File: config.mk
export PLATFORM = sky130hd
export DESIGN_NAME = go_cursor_ctrl
export DESIGN_NICKNAME = d
export VERILOG_FILES = /design/src/rtl/go_cursor_ctrl_pkg.sv /design/src/rtl/go_cursor_ctrl_btn_edge.sv /design/src/rtl/go_cursor_ctrl.sv
export SDC_FILE = /design/constraint.sdc
export NUM_CORES = 1
export LEC_CHECK = 0
export CORE_MARGIN = 3
export CORE_UTILIZATION = 45
export DETAILED_ROUTE_END_ITERATION = 12
export GPL_ROUTABILITY_DRIVEN = 0
export PLACE_DENSITY_LB_ADDON = 0.2
export SETUP_SLACK_MARGIN = 0.05
export SLEW_MARGIN = 20
export SYNTH_ARGS = -nofsm -noshare
export SYNTH_HDL_FRONTEND = slang
export SYNTH_HIERARCHICAL = 1
export SYNTH_SLANG_ARGS = --single-unit
File: constraint.sdc
create_clock -name clk_in -period 6.7 [get_ports clk_in]
set_clock_uncertainty 0.05 [all_clocks]
set_input_delay 0.67 -clock clk_in [delete_from_list [all_inputs] [get_ports clk_in]]
set_output_delay 0.67 -clock clk_in [all_outputs]
set_load 0.05 [all_outputs]
File: src/rtl/go_cursor_ctrl_pkg.sv
// Shared types and helpers for the Go player input front-end: cell encoding,
// cursor directions, UI states and the flat-board cell accessor.
package go_pkg;

  typedef enum logic [1:0] {
    EMPTY = 2'b00,
    BLACK = 2'b01,
    WHITE = 2'b10
  } cell_t;

  typedef enum logic [1:0] {
    UP    = 2'd0,
    DOWN  = 2'd1,
    LEFT  = 2'd2,
    RIGHT = 2'd3
  } dir_t;

  typedef enum logic [2:0] {
    LOCKED = 3'd0,
    IDLE   = 3'd1,
    SEEK   = 3'd2,
    COMMIT = 3'd3,
    DONE   = 3'd4
  } ui_state_t;

  // All-ones move code; users slice off the 2*COORD_W bits they need.
  localparam logic [31:0] PASS_CODE = '1;

  // Widest board the accessor supports (19x19).
  localparam int BOARD_BITS_MAX = 2 * 19 * 19;

  function automatic logic [1:0] cell_at(input logic [BOARD_BITS_MAX-1:0] b,
                                         input int n, input int r, input int c);
    return b[2*(r*n+c) +: 2];
  endfunction

endpackage

File: src/rtl/go_cursor_ctrl_btn_edge.sv
// Two-stage input register with rising-edge detect; a held level yields a
// single one-cycle event.
module btn_edge #(
  parameter int W = 6
) (
  input  logic         clk_in,
  input  logic         reset,
  input  logic [W-1:0] level,
  output logic [W-1:0] rise
);

  logic [W-1:0] btn_q;
  logic [W-1:0] btn_d;

  always_ff @(posedge clk_in) begin
    if (reset) begin
      btn_q <= '0;
      btn_d <= '0;
    end else begin
      btn_q <= level;
      btn_d <= btn_q;
    end
  end

  assign rise = btn_q & ~btn_d;

endmodule

File: src/rtl/go_cursor_ctrl.sv
// Board cursor controller: turns button events into cursor moves that park on
// empty intersections, and issues one move or pass per turn.
module go_cursor_ctrl
  import go_pkg::*;
#(
  parameter int BOARD_N = 9,
  parameter int COORD_W = 4,
  parameter int WRAP    = 1
) (
  input  logic                         clk_in,
  input  logic                         reset,
  input  logic                         my_turn,
  input  logic                         up,
  input  logic                         down,
  input  logic                         left,
  input  logic                         right,
  input  logic                         make_move,
  input  logic                         pass_btn,
  input  logic [2*BOARD_N*BOARD_N-1:0] board,
  output logic                         locked,
  output logic                         move_ready,
  output logic [2*COORD_W-1:0]         move_out,
  output logic                         is_pass,
  output logic [2*COORD_W-1:0]         cursor,
  output logic                         cursor_valid
);

  localparam logic [COORD_W-1:0] MAX_C  = COORD_W'(BOARD_N - 1);
  localparam logic [COORD_W-1:0] CENTER = COORD_W'(BOARD_N / 2);

  logic [5:0]                rise;
  logic [BOARD_BITS_MAX-1:0] board_ext;
  logic [COORD_W-1:0]        cur_r, cur_c;

  ui_state_t            state, state_nxt;
  dir_t                 seek_dir, dir_nxt, req_dir;
  logic [2*COORD_W-1:0] seek_start, start_nxt, cursor_nxt, move_nxt;
  logic [COORD_W-1:0]   step_cnt, cnt_nxt;
  logic                 pass_nxt, ready_nxt, start_seek;

  // Priority order of the bits is pass, make_move, up, down, left, right.
  btn_edge #(.W(6)) u_btn_edge (
    .clk_in (clk_in),
    .reset  (reset),
    .level  ({pass_btn, make_move, up, down, left, right}),
    .rise   (rise)
  );

  function automatic logic can_step(input dir_t d, input logic [COORD_W-1:0] r,
                                    input logic [COORD_W-1:0] c);
    if (WRAP != 0) return 1'b1;
    case (d)
      UP:      return r != '0;
      DOWN:    return r != MAX_C;
      LEFT:    return c != '0;
      default: return c != MAX_C;
    endcase
  endfunction

  function automatic logic [2*COORD_W-1:0] step_pos(input dir_t d,
                                                    input logic [COORD_W-1:0] r,
                                                    input logic [COORD_W-1:0] c);
    logic [COORD_W-1:0] nr, nc;
    nr = r;
    nc = c;
    case (d)
      UP:      nr = (r == '0)    ? MAX_C : r - 1'b1;
      DOWN:    nr = (r == MAX_C) ? '0    : r + 1'b1;
      LEFT:    nc = (c == '0)    ? MAX_C : c - 1'b1;
      default: nc = (c == MAX_C) ? '0    : c + 1'b1;
    endcase
    return {nr, nc};
  endfunction

  assign board_ext    = BOARD_BITS_MAX'(board);
  assign cur_r        = cursor[2*COORD_W-1:COORD_W];
  assign cur_c        = cursor[COORD_W-1:0];
  assign cursor_valid = (cell_at(board_ext, BOARD_N, int'(cur_r), int'(cur_c)) == EMPTY);
  assign locked       = (state == LOCKED) || (state == DONE);

  always_comb begin
    state_nxt  = state;
    cursor_nxt = cursor;
    start_nxt  = seek_start;
    dir_nxt    = seek_dir;
    cnt_nxt    = step_cnt;
    move_nxt   = move_out;
    pass_nxt   = is_pass;
    ready_nxt  = (state == COMMIT);
    start_seek = 1'b0;
    req_dir    = RIGHT;
    case (state)
      LOCKED: begin
        if (my_turn) begin
          if (cursor_valid) state_nxt = IDLE;
          else              start_seek = 1'b1;
        end
      end
      IDLE: begin
        if (!my_turn) begin
          state_nxt = LOCKED;
        end else if (rise[5]) begin
          state_nxt = COMMIT;
          move_nxt  = PASS_CODE[2*COORD_W-1:0];
          pass_nxt  = 1'b1;
        end else if (rise[4]) begin
          if (cursor_valid) begin
            state_nxt = COMMIT;
            move_nxt  = cursor;
            pass_nxt  = 1'b0;
          end
        end else if (|rise[3:0]) begin
          start_seek = 1'b1;
          req_dir    = rise[3] ? UP : rise[2] ? DOWN : rise[1] ? LEFT : RIGHT;
        end
      end
      SEEK: begin
        if (!my_turn) begin
          state_nxt  = LOCKED;
          cursor_nxt = seek_start;
        end else if (cursor_valid) begin
          state_nxt = IDLE;
        end else if (!can_step(seek_dir, cur_r, cur_c) || step_cnt == MAX_C) begin
          // No empty cell reachable along this line: give up where we began.
          state_nxt  = IDLE;
          cursor_nxt = seek_start;
        end else begin
          cursor_nxt = step_pos(seek_dir, cur_r, cur_c);
          cnt_nxt    = step_cnt + 1'b1;
        end
      end
      COMMIT:  state_nxt = DONE;
      DONE:    if (!my_turn) state_nxt = LOCKED;
      default: state_nxt = LOCKED;
    endcase
    if (start_seek) begin
      state_nxt = SEEK;
      dir_nxt   = req_dir;
      start_nxt = cursor;
      cnt_nxt   = '0;
      if (can_step(req_dir, cur_r, cur_c)) begin
        cursor_nxt = step_pos(req_dir, cur_r, cur_c);
        cnt_nxt    = COORD_W'(1);
      end
    end
  end

  always_ff @(posedge clk_in) begin
    if (reset) begin
      state      <= LOCKED;
      cursor     <= {CENTER, CENTER};
      seek_start <= {CENTER, CENTER};
      seek_dir   <= RIGHT;
      step_cnt   <= '0;
      move_out   <= '0;
      is_pass    <= 1'b0;
      move_ready <= 1'b0;
    end else begin
      state      <= state_nxt;
      cursor     <= cursor_nxt;
      seek_start <= start_nxt;
      seek_dir   <= dir_nxt;
      step_cnt   <= cnt_nxt;
      move_out   <= move_nxt;
      is_pass    <= pass_nxt;
      move_ready <= ready_nxt;
    end
  end

endmodule

==> key figures <==
Run
  • Max-cap violation count: 0

Synthesis
  • Post-Syn Nets: 742
  • Distinct cells, synth: 72
  • Synth warn: 6
  • Seq/Total Area, Yosys: 0.234
  • Synth Cell Area: 0.00403 mm2
  • Mapped Cells: 553
  • #FFs+latches synth: 47
  • Number of synthesized flops with an enable pin: 0
  • Synth Flop Type: dfxtp_1
  • Post-Syn Area per Cell: 7.28 um2
  • Async set-reset flop share out of synthesis: 0

GRT
  • Vias in the first global route: 4651
  • Global Route Usage Sum: 0.285
  • First-pass GRT wire length: 23200 um
  • Largest net degree at the start of global routing: 51
  • Initial antenna violation count: 0
  • GRT overflow: 0

Power and ir drop
  • PD cells: 334 mW/mm2
  • Leak: 2.30 nW
  • VDD IR-drop max: 0.199 mV

Final layout
  • Final Util: 0.709
  • Area growth syn-to-layout: 49.0%
  • Post-Layout Cell Count: 822
  • Antenna fix cells: 0
  • Share of layout cells above drive strength 1: 0.0502
  • # nets final: 905

Place
  • Port bufs: 190
  • Dpl cells: 814
  • Detail Placement HPWL: 11700 um

Timing
  • Final hold viol count: 0
  • Max frequency: 0.176 GHz
  • Final Slew Violations: 0
  • Tmin final: 5700 ps
  • Worst-margin pin slew: 996 ps
  • Setup TNS: 0 ps
  • Rel. slew slack: 0.336
  • Unrepaired setup endpoints after global routing: false
  • Setup violators final: 0
  • Crit share post-route: 0.850

Clock tree
  • Hold-fix buffers, CTS: 0
  • Worst-path clk slew: 100 ps
  • Maximum clock path buffer count: 2
  • CTS sink cnt: 47
  • # resized after CTS: 0
  • CTS H-Tree Depth: 2
  • Num CTS Buffers: 5
  • Worst skew pair latency: 320 ps
  • CTS tree: done
  • Post-CTS setup buffers: 0
  • Root cell of the clock tree: clkbuf_8

Setup path
  • Required time at the worst-slack endpoint: 5980 ps
  • R2R depth: 13
  • CP Capture Type: output port
  • Crit-path most repeated cell: ha_1
  • Startpoint types: flip-flop
  • Worst path bufs/invs: 1
  • RR Endpoint: cursor[2]
  • R2r setup slk: 1400 ps
  • Worst Setup EP: cursor_valid
  • Start of the worst register-to-register path: cursor[5]
  • Crit Path Category: flip-flop to output port
  • Delay-heaviest family, CP: adder cells
  • WP data arrival: 4980 ps
  • Slowest-stage cell, CP: fa_1
  • Crit-path max cell delay: 960 ps
  • Worst-path fanout max: 17
  • Critical path launch point: cursor[5]
  • Stages on worst setup path: 11
  • Worst path cell trace: ha_1 > ha_1 > fa_1 > nand2b_1 > o32ai_1 > nor4_1 > o21ai_1 > a31oi_2 > o22ai_4 > nand2_1 > clkdlybuf4s50_1

Hold path
  • Class of the tightest hold or removal check: flip-flop to flip-flop

Routing
  • Drt via density: 5.91
  • Routed WL: 14600 um
  • Routed Antenna Nets: 0
  • DR DRC count: 0
  • DR WL/cell: 17.8 um
  • Via count: 4854
  • Drt pass-1 iters: 5
  • DR iter-0 viols: 378

Die
  • Ports: 191
  • Row count: 33
  • Initial Util: 0.476
  • Core area: 0.00846 mm2
  • Die height: 101 um
  • Die area: 0.0101 mm2
  • Die Width: 101 um

Outcome
  • Status: complete, no violations
[cells in the final DEF, fill, tap and decap left out, types with 6 or more instances in the layout]
cell               n
nor2b_1            7
a211oi_1          14
nand2_1           41
ha_1              16
nand2b_1           8
inv_1             15
o211ai_1          10
nand4_1            6
o21ai_1            8
nand3_1           11
o21bai_1           9
clkdlybuf4s50_1  190
nor3_1            45
mux2i_1           13
nor2b_2            8
a21oi_1           52
o21ai_0           24
dfxtp_1           47
nor2_1            77
[per-stage QoR]
| stage | power (W) | setup WS [ps] | cell area [um2] | hold slack [ps] |
|---|---|---|---|---|
| 6_report | 0.00200 | 1000 | 6000 | 410 |
| 5_1_grt | 0.00215 | 801 | 6000 | 438 |
| 4_1_cts | 0.00198 | 1120 | 5990 | 415 |
| 3_5_place_dp | 0.00180 | 1480 | 5910 | 398 |
| 3_3_place_gp | 0.00177 | 1640 | 5910 | 392 |
| 2_1_floorplan | 0.00146 | 2550 | 4030 | 381 |
[area by class of cell]
| type | instances | area, um2 |
|---|---|---|
| flip-flops and latches | 47 | 941 |
| repair buffers | 192 | 1920 |
| well taps | 105 | 131 |
| inverters | 17 | 63.8 |
| clock buffers | 6 | 72.6 |
| clock inverters | 2 | 16.3 |
| fillers | 691 | 2460 |
| multi-input cells | 453 | 2860 |
[cell usage after synthesis, types with 5 or more instances]
cell type	number	share of area
a2111oi_0	5	0.011
o21bai_1	9	0.017
o211ai_1	10	0.019
nand4_1	6	0.0093
nor2_1	77	0.072
nor2b_2	8	0.017
inv_1	15	0.014
nand2_1	41	0.038
clkbuf_1	18	0.017
nor3_1	45	0.056
mux2i_1	13	0.032
a21oi_1	52	0.065
nand3_1	11	0.014
xnor2_1	5	0.011
buf_2	13	0.016
o21ai_1	8	0.0099
dfxtp_1	47	0.23
nor2b_1	7	0.011
nor3b_1	5	0.0093
o21ai_0	24	0.030
a211oi_1	14	0.026
nand2b_1	8	0.012
ha_1	17	0.053
[registers in the layout (all words and copies together), names as in the netlist]
register / flops
cursor: 8
is_pass: 1
move_out: 8
move_ready: 1
seek_dir: 2
seek_start: 8
state: 3
step_cnt: 4
u_btn_edge/btn_d: 6
u_btn_edge/btn_q: 6
[kinds of logic (layout without fill, tap and decap cells)]
kind of cell,Yosys count,count (layout),share of synthesized area
buffers and inverters,53,217,0.0581
AO/OA/AOI/OAI,179,179,0.306
adder cells (fa/ha/maj),18,18,0.0578
XOR/XNOR,9,9,0.0196
multiplexers,13,13,0.0323
flip-flops,47,47,0.234
AND/OR/NAND/NOR,234,234,0.293
[power breakdown]
part | internal, W | switching (W)
registers | 0.000315 | 0.0000647
clock network | 0.0000752 | 0.000106
logic | 0.000561 | 0.000879
total | 0.000952 | 0.00105
[worst register-to-register path, stage by stage, from the launching register on]
cell,delay [ps]
dfxtp_1,580
ha_1,310
ha_1,220
fa_1,960
nand2b_1,440
o32ai_1,160
nor4_1,440
o21ai_1,160
a31oi_2,290
o22ai_4,150
a31oi_4,800
o22ai_2,310
o211ai_1,160
o211ai_1,120
[routing by layer]
layer / up-vias / global-route usage / wire, um
met2: 267 / 0.483 / 7050
met5: - / 0 / 0
li1: 2369 / - / -
met4: 0 / 0.0715 / 229
met1: 2195 / 0.374 / 5920
met3: 23 / 0.0498 / 1420
[worst min-delay path by stage]
stage	from	to	slack, ps	depth (start not counted)
2_1_floorplan	u_btn_edge/btn_q[0]	u_btn_edge/btn_d[0]	380	1
3_3_place_gp	move_out[0]	move_out[0]	390	2
3_5_place_dp	move_out[1]	move_out[1]	400	2
4_1_cts	move_out[1]	move_out[1]	420	2
5_1_grt	move_out[1]	move_out[1]	440	2
6_report	move_out[1]	move_out[1]	410	2
Note: power is estimated with default switching activity, not from simulation.
